**src/rtl/nem_ohmux_sel_sequencer.sv**
```systemverilog
// Break-before-make one-hot select sequencer for NEM-relay inverting muxes.
// Optional build macro NEM_SEL_SKIP_SAME_EN: a repeat of the current selection, or a re-park, completes in one cycle.
module nem_ohmux_sel_sequencer #(
  parameter int N_IN    = 2,
  parameter int SEL_W   = 1,
  parameter int T_BREAK = 4,
  parameter int T_MAKE  = 8
) (
  input  logic             clk,
  input  logic             rst,
  input  logic             req_valid,
  input  logic [SEL_W-1:0] req_sel,
  output logic             req_ready,
  output logic [N_IN-1:0]  sel_oh,
  output logic             settled,
  output logic             done,
  output logic [SEL_W-1:0] cur_sel
);

  localparam int T_MAX = (T_BREAK > T_MAKE) ? T_BREAK : T_MAKE;
  localparam int CNT_W = (T_MAX > 1) ? $clog2(T_MAX) : 1;
  localparam logic [N_IN-1:0] ONE_HOT0 = N_IN'(1);

  typedef enum logic [1:0] {IDLE, BREAK, MAKE} state_t;

  state_t           state_q, state_d;
  logic [CNT_W-1:0] cnt_q, cnt_d;
  logic [SEL_W-1:0] sel_q, sel_d;
  logic             park_q, park_d;
  logic [N_IN-1:0]  sel_oh_d;
  logic             settled_d, done_d;
  logic [SEL_W-1:0] cur_sel_d;
  logic             accept, req_park, skip;

  assign req_ready = (state_q == IDLE);
  assign accept    = req_valid && req_ready;
  assign req_park  = ({1'b0, req_sel} >= (SEL_W+1)'(N_IN));

`ifdef NEM_SEL_SKIP_SAME_EN
  assign skip = (!req_park && settled && (req_sel == cur_sel)) ||
                (req_park && !settled && (sel_oh == '0));
`else
  assign skip = 1'b0;
`endif

  always_ff @(posedge clk) begin
    if (rst) begin
      state_q <= IDLE;
      cnt_q   <= '0;
      sel_q   <= '0;
      park_q  <= 1'b0;
      sel_oh  <= '0;
      settled <= 1'b0;
      done    <= 1'b0;
      cur_sel <= '0;
    end else begin
      state_q <= state_d;
      cnt_q   <= cnt_d;
      sel_q   <= sel_d;
      park_q  <= park_d;
      sel_oh  <= sel_oh_d;
      settled <= settled_d;
      done    <= done_d;
      cur_sel <= cur_sel_d;
    end
  end

  always_comb begin
    state_d   = state_q;
    cnt_d     = cnt_q;
    sel_d     = sel_q;
    park_d    = park_q;
    sel_oh_d  = sel_oh;
    settled_d = settled;
    done_d    = 1'b0;
    cur_sel_d = cur_sel;
    case (state_q)
      IDLE: begin
        if (accept) begin
          if (skip) begin
            done_d = 1'b1;
          end else begin
            // Open every relay before any new path may close.
            state_d   = BREAK;
            cnt_d     = CNT_W'(T_BREAK - 1);
            sel_d     = req_sel;
            park_d    = req_park;
            sel_oh_d  = '0;
            settled_d = 1'b0;
          end
        end
      end
      BREAK: begin
        if (cnt_q == '0) begin
          if (park_q) begin
            state_d = IDLE;
            done_d  = 1'b1;
          end else begin
            state_d  = MAKE;
            cnt_d    = CNT_W'(T_MAKE - 1);
            sel_oh_d = ONE_HOT0 << sel_q;
          end
        end else begin
          cnt_d = cnt_q - 1'b1;
        end
      end
      MAKE: begin
        if (cnt_q == '0) begin
          state_d   = IDLE;
          settled_d = 1'b1;
          cur_sel_d = sel_q;
          done_d    = 1'b1;
        end else begin
          cnt_d = cnt_q - 1'b1;
        end
      end
      default: state_d = IDLE;
    endcase
  end

endmodule

```
**config.mk**
```make
export PLATFORM = sky130hd
export DESIGN_NAME = nem_ohmux_sel_sequencer
export DESIGN_NICKNAME = d
export VERILOG_FILES = /design/src/rtl/nem_ohmux_sel_sequencer.sv
export SDC_FILE = /design/constraint.sdc
export NUM_CORES = 1
export LEC_CHECK = 0
export BUFFER_PORTS_ARGS = -buffer_cell sky130_fd_sc_hd__clkbuf_2
export CORE_AREA = 2 2 39 41
export CTS_CLUSTER_DIAMETER = 40
export DETAILED_ROUTE_END_ITERATION = 6
export DIE_AREA = 0 0 41 43
export PLACE_DENSITY = 0.73
export SYNTH_ARGS = -nofsm -noshare
export SYNTH_HDL_FRONTEND = slang
export SYNTH_SLANG_ARGS = --single-unit
```
**constraint.sdc**
```tcl
create_clock -name clk -period 1.7 [get_ports clk]
set_clock_uncertainty 0.1 [all_clocks]
set_input_delay 0.17 -clock clk [delete_from_list [all_inputs] [get_ports clk]]
set_output_delay 0.17 -clock clk [all_outputs]
set_load 0.1 [all_outputs]
```
# --- Word level (Yosys, flattened, before mapping) ---
# Cells that the tools add are included.
word_totals:
  register_bits: 11
  inputBits: 4
  out_inout_bits: 6
  wordCells: 44
classes:
  addsub: 1
  eq_ne: 6
  shift: 1
  muxes: 15
  n_bitwise: 1
  reduce_logical: 13
op_table:
  columns: ["cell", "count"]
  rows:
  - ["AND reduction 3 bit", 4]
  - ["two-way mux 2 bit", 5]
  - ["two-way mux 3 bit", 3]
  - ["case mux 3 bit (3 select lines)", 1]
  - ["inequality test 2 bit (second input constant)", 3]
  - ["case mux 2 bit (3 select lines)", 1]
  - ["case mux 2 bit (2 select lines)", 1]
  - ["AND reduction 2 bit", 2]
  - ["nonzero test 2 bit", 2]
  - ["logical NOT 3 bit", 1]
  - ["two-way mux 1 bit", 3]
  - ["nonzero test 3 bit", 1]
  - ["subtractor 3 x 1 -> 3 bit (second input constant)", 1]
  - ["equality test 2 x 1 -> 1 bit (second input constant)", 1]
  - ["equality test 2 bit (second input constant)", 1]
  - ["logical NOT 2 bit", 1]
  - ["inequality test 2 x 1 -> 1 bit (second input constant)", 1]
  - ["case mux 1 bit (2 select lines)", 1]
  - ["OR reduction 2 bit", 1]
  - ["<< shifter 1 x 1 -> 2 bit (first input constant)", 1]
  - ["logical AND 1 bit", 1]
  - ["inverter 1 bit", 1]

# --- Logic depth before layout (Yosys ltp) ---
logic_depth:
  ltp_word: 4
  depth_mapped: 6
  ltp_nobuf: 6

# --- Least setup slack after synthesis ---
# OpenSTA, ideal clock, no wires.
synth_path:
  path_kind: "reg2reg"
  startpoint: "register state_q[0]"
  endpoint: "register cnt_q[0]"
  setup_time_ps: 119
  t_arrival_ps: 1965
  required_time_ps: 1481
  setup_slack_ps: -484
  stages_incl_launch_ff: 6
  path_buffers: 0
  period_less_slack_ps: 2184
  path_cell_list: "dfxtp_1 inv_1 ha_1 nor2b_4 a211oi_4 o221a_2"
synth_between:
  elab_chain_len: 4
  elab_cells_between_ends: 9
  cone_classes: "eq/ne (4); mux (1); reduce/logical (4)"
synth_lines:
  columns: ["element", "line", "text"]
  rows:
  - ["start: declaration", "26", "state_t state_q, state_d;"]
  - ["start signal: assignment", "57", "state_q <= state_d;"]
  - ["logical NOT 2 bit (*)", "35", "assign req_ready = (state_q == IDLE);"]
  - ["via req_ready", "13", "output logic req_ready,"]
  - ["logical AND 1 bit", "36", "assign accept = req_valid && req_ready;"]
  - ["inequality test 2 x 1 -> 1 bit (no line)", null, null]
  - ["AND reduction 3 bit (no line)", null, null]
  - ["end signal: assignment", "58", "cnt_q <= cnt_d;"]
  - ["end: declaration", "27", "logic [CNT_W-1:0] cnt_q, cnt_d;"]
# The timed path passes the listed nets; every way through them passes the cells marked *.
# A chain may end at the register's enable or synchronous reset.

# --- Worst setup path in the final report ---
layout_path:
  startpoint: "register state_q[0]"
  endpoint: "register cnt_q[2]"
layout_between:
  elab_chain_len: 4
  elab_cells_between_ends: 9
  cone_classes: "eq/ne (4); mux (1); reduce/logical (4)"
layout_lines:
  columns: ["element", "line"]
  rows:
  - ["logical NOT 2 bit", "35, 77"]
  - ["logical AND 1 bit", "36"]
  - ["inequality test 2 x 1 -> 1 bit (no line)", null]
  - ["AND reduction 3 bit (no line)", null]
# Several ways; a longest one is shown, not always the timed one.

==> impl_summary.md <==
STA
The achievable clock frequency is 0.612 GHz. The final-report hold violation count is 0. Headroom to the max-slew limit came out at 64.1%.

The max-slew violation count is 0. Subtracting the final worst setup slack from the clock period gives 1.64 ns. Across all setup checks in the final design, the least slack found is 0.0648 ns.

For the pin with the worst max-slew slack, the measured transition is 0.540 ns. Dividing the final minimum period by the clock period gives 96.2%. Setup violations remaining at the end of the flow were counted as 0.

Detailed routing
The final route contains a little over 500 vias. Dividing the detail-routed wire length by the instance count gives 11.8 um. The ratio of routed vias to standard cells is 5.13. For this block, the initial DRC count from the detailed router was 14. Summed over all layers, the routed wires come to about 1.2 mm. The total DRC errors in the routed layout is 0. The residual antenna-violating net count after detailed routing is 0. The count of TritonRoute iterations in the first routing pass is 5.

Clock network
The clock-pin slew of the registers on the worst-case setup and hold paths is roughly 0.080 ns. The number of hold buffers added after cts is 0. The maximum clock path buffer count is 2. At the later pin of the worst-skew pair, clock insertion delay measures 0.27 ns. In this run the clock root is driven by a sky130_fd_sc_hd__clkbuf_4. The clock net sink count is 11.

The setup fix buffers added after clock tree synthesis is 0. The clock tree from TritonCTS is yes. The total clock buffers created by CTS is 3.

The H-tree depth is 1.

Final layout
The fraction of layout cells with a size suffix above 1 is between 30% and 40%. From synthesis to final layout, the design area changed by 25.1%. After the last flow step, the layout net total stands at 95.

Measured on the finished design, the core utilization comes to between 50% and 60%. The antenna diode instance count is 0.

Floorplanning
The count of standard-cell rows is 14. The full die area is 0.00176 mm2. The initial cell density of the core is 42.6%. The x dimension of the die is 41 um. The core footprint is between 0.001 and 0.0015 mm2. The die height is about 43 um.

In this run the count of I/O pins placed on the die edge is 10.

Placed design
Routability-driven placement finished with a final weighted congestion of 0.725. The HPWL after detailed placement is around 890 um. Timing analysis after detailed placement gives a worst setup slack of 0.0216 ns. The number of input and output port buffers inserted is 9.

Global route
The all-layer global routing usage is 16.3%. The number of antenna violations at the first check in global routing is 0. The first-pass GRT wire length is around 1.9 mm.

The maximum number of pins on one net before global-route repair is 9. The remaining global-route overflow is 0. The number of global-route vias before repair is 464.

Outcome
The run finished with clean final reports.

Yosys
The count of warnings emitted by yosys is 0. In the synthesized netlist, mux cells make up 1.70% of the area. The compound-gate portion of the synthesized area is 25.1%. The synthesized netlist devotes 20.0% of its cell area to simple gates. The mapped netlist covers 589 um2. The synthesized netlist devotes 0% of its cell area to XOR and XNOR gates. The synthesized netlist net count is 77.

The number of distinct library cells after synthesis is 23. The number of instances in the synthesized netlist is 67. After Yosys synthesis, full adders, half adders and majority gates account for 12.7% of the synthesized area. The number of register bits inferred by synthesis is 11. Of the synthesized area, sequential elements account for between 30% and 40%. The dominant combinational cell family by area after synthesis is compound AO/OA/AOI/OAI gates. The synthesized area divided by synthesized cell count is slightly below 9 um2.

Flow run
Across the run, the number of max-cap violations was 0.

Critical path
Data arrives at the worst endpoint at ~1.7 ns. Along the worst path, the maximum fanout reaches 4. By startpoint and endpoint, the worst setup path is classified as register to register. The worst setup path is launched from a register.

The worst setup path is captured at a register. For the worst setup path, the data required time is 1.78 ns.

Min path
In this run the worst hold path is classified as input pin to register.

Power and ir drop
Across the VDD grid, the largest voltage drop is approximately 0.00049 V. Dividing total power by cell area gives a power density of 1150 mW/mm2. The leakage power total is around 0.32 nW.
==> cells in the final DEF, fill, tap and decap left out, drive strengths merged <==
cell type	synthesis	final
nand3	2	2
a211oi	2	2
a21o	1	1
nand2b	1	1
a32o	1	1
clkbuf	0	12
nor4	1	1
nor2	8	8
mux2i	1	1
o21a	1	1
ha	6	6
o21ai	5	5
o221a	1	1
dfxtp	11	11
nor2b	3	3
nor3	2	2
inv	5	5
a21oi	7	7
a2111oi	1	1
buf	0	5
nand2	7	7
o2bb2ai	1	1
==> cell usage after synthesis <==
cell / instances / area (um2)
sky130_fd_sc_hd__dfxtp_1: 11 / 220
sky130_fd_sc_hd__nor2_1: 8 / 30.0
sky130_fd_sc_hd__a21oi_1: 7 / 35.0
sky130_fd_sc_hd__nand2_1: 7 / 26.3
sky130_fd_sc_hd__ha_1: 6 / 75.1
sky130_fd_sc_hd__inv_1: 5 / 18.8
sky130_fd_sc_hd__o21ai_0: 5 / 25.0
sky130_fd_sc_hd__nand3_1: 2 / 10.0
sky130_fd_sc_hd__nor3_1: 2 / 10.0
sky130_fd_sc_hd__a2111oi_2: 1 / 15.0
sky130_fd_sc_hd__a211oi_1: 1 / 7.51
sky130_fd_sc_hd__a211oi_4: 1 / 20.0
sky130_fd_sc_hd__a21o_1: 1 / 7.51
sky130_fd_sc_hd__a32o_1: 1 / 10.0
sky130_fd_sc_hd__mux2i_1: 1 / 10.0
sky130_fd_sc_hd__nand2b_1: 1 / 6.26
sky130_fd_sc_hd__nor2b_1: 1 / 6.26
sky130_fd_sc_hd__nor2b_2: 1 / 8.76
sky130_fd_sc_hd__nor2b_4: 1 / 13.8
sky130_fd_sc_hd__nor4_1: 1 / 6.26
sky130_fd_sc_hd__o21a_1: 1 / 7.51
sky130_fd_sc_hd__o221a_2: 1 / 11.3
sky130_fd_sc_hd__o2bb2ai_1: 1 / 8.76
==> critical path: stages, from the launching register on <==
cell                        delay (ns)
sky130_fd_sc_hd__dfxtp_1          0.34
sky130_fd_sc_hd__inv_2            0.10
sky130_fd_sc_hd__ha_2             0.22
sky130_fd_sc_hd__nor2_1           0.08
sky130_fd_sc_hd__buf_4            0.15
sky130_fd_sc_hd__a21oi_1          0.12
sky130_fd_sc_hd__nand2_1          0.08
sky130_fd_sc_hd__a2111oi_2        0.34
==> power by group <==
group / leakage, nW / internal, W / total [W] / switching, W
sequential: 0.0904 / 0.000283 / 0.000303 / 0.0000201
clock: 0.0150 / 0.0000907 / 0.000184 / 0.0000932
combinational: 0.212 / 0.000140 / 0.000363 / 0.000223
==> flip-flops by register name, summed over array words and instances (netlist names) <==
signal	cells
state_q	2
settled	1
sel_oh	2
cnt_q	3
sel_q	1
cur_sel	1
done	1
==> what timing repair did <==
item                       4_1_cts  5_1_grt
resized for setup                1        4
cloned                           0        0
setup endpoints to repair        1        5
pin swaps                        0        2
==> cells by family after synthesis <==
kind of cell / count (synthesis)
flip-flops: 11
adder cells (fa/ha/maj): 6
AND/OR/NAND/NOR: 24
multiplexers: 1
buffers and inverters: 5
AO/OA/AOI/OAI: 20
==> routing by layer <==
layer,wire length [um],global-route usage [%],vias to the layer above,share of wire (%)
li1,-,-,273,-
met1,556,22.5,226,47
met2,572,21.6,12,48
met3,37,4.71,2,3.1
met4,17,10.0,0,1.4
met5,0,0,-,0
==> layout make-up <==
class                           count  area [um2]
Inverter                            5        18.8
Clock buffer                        4        26.3
Timing Repair Buffer               13        77.6
Tap cell                           16        20.0
Multi-Input combinational cell     51         373
Sequential cell                    11         221
Fill cell                         136         647
==> through the flow <==
step	total power (W)	area [um2]	cells	hold WS, ns	setup TNS [ns]
finish	0.000851	737	100	0.0611	0
global placement	0.000650	699	96	0.322	0
detailed placement	0.000657	699	96	0.333	0
floorplan	0.000576	602	67	0.139	0
global route	0.000913	737	100	0.0671	-0.00517
CTS	0.000841	728	100	0.0476	0
==> worst paths after layout <==
kind                                              start  slack [ns]                     to  cells past startpoint
worst min register to register     cur_sel$_SDFFE_PP0P_        0.36   cur_sel$_SDFFE_PP0P_                      2
worst min-delay path                            req_sel        0.06     sel_q$_SDFFE_PP0P_                      3
worst max-delay path            state_q[0]$_SDFFE_PP0P_        0.06  cnt_q[2]$_SDFFE_PP0P_                      7
worst max register to register  state_q[0]$_SDFFE_PP0P_        0.06  cnt_q[2]$_SDFFE_PP0P_                      7
Power figures use the tool's default switching activity.
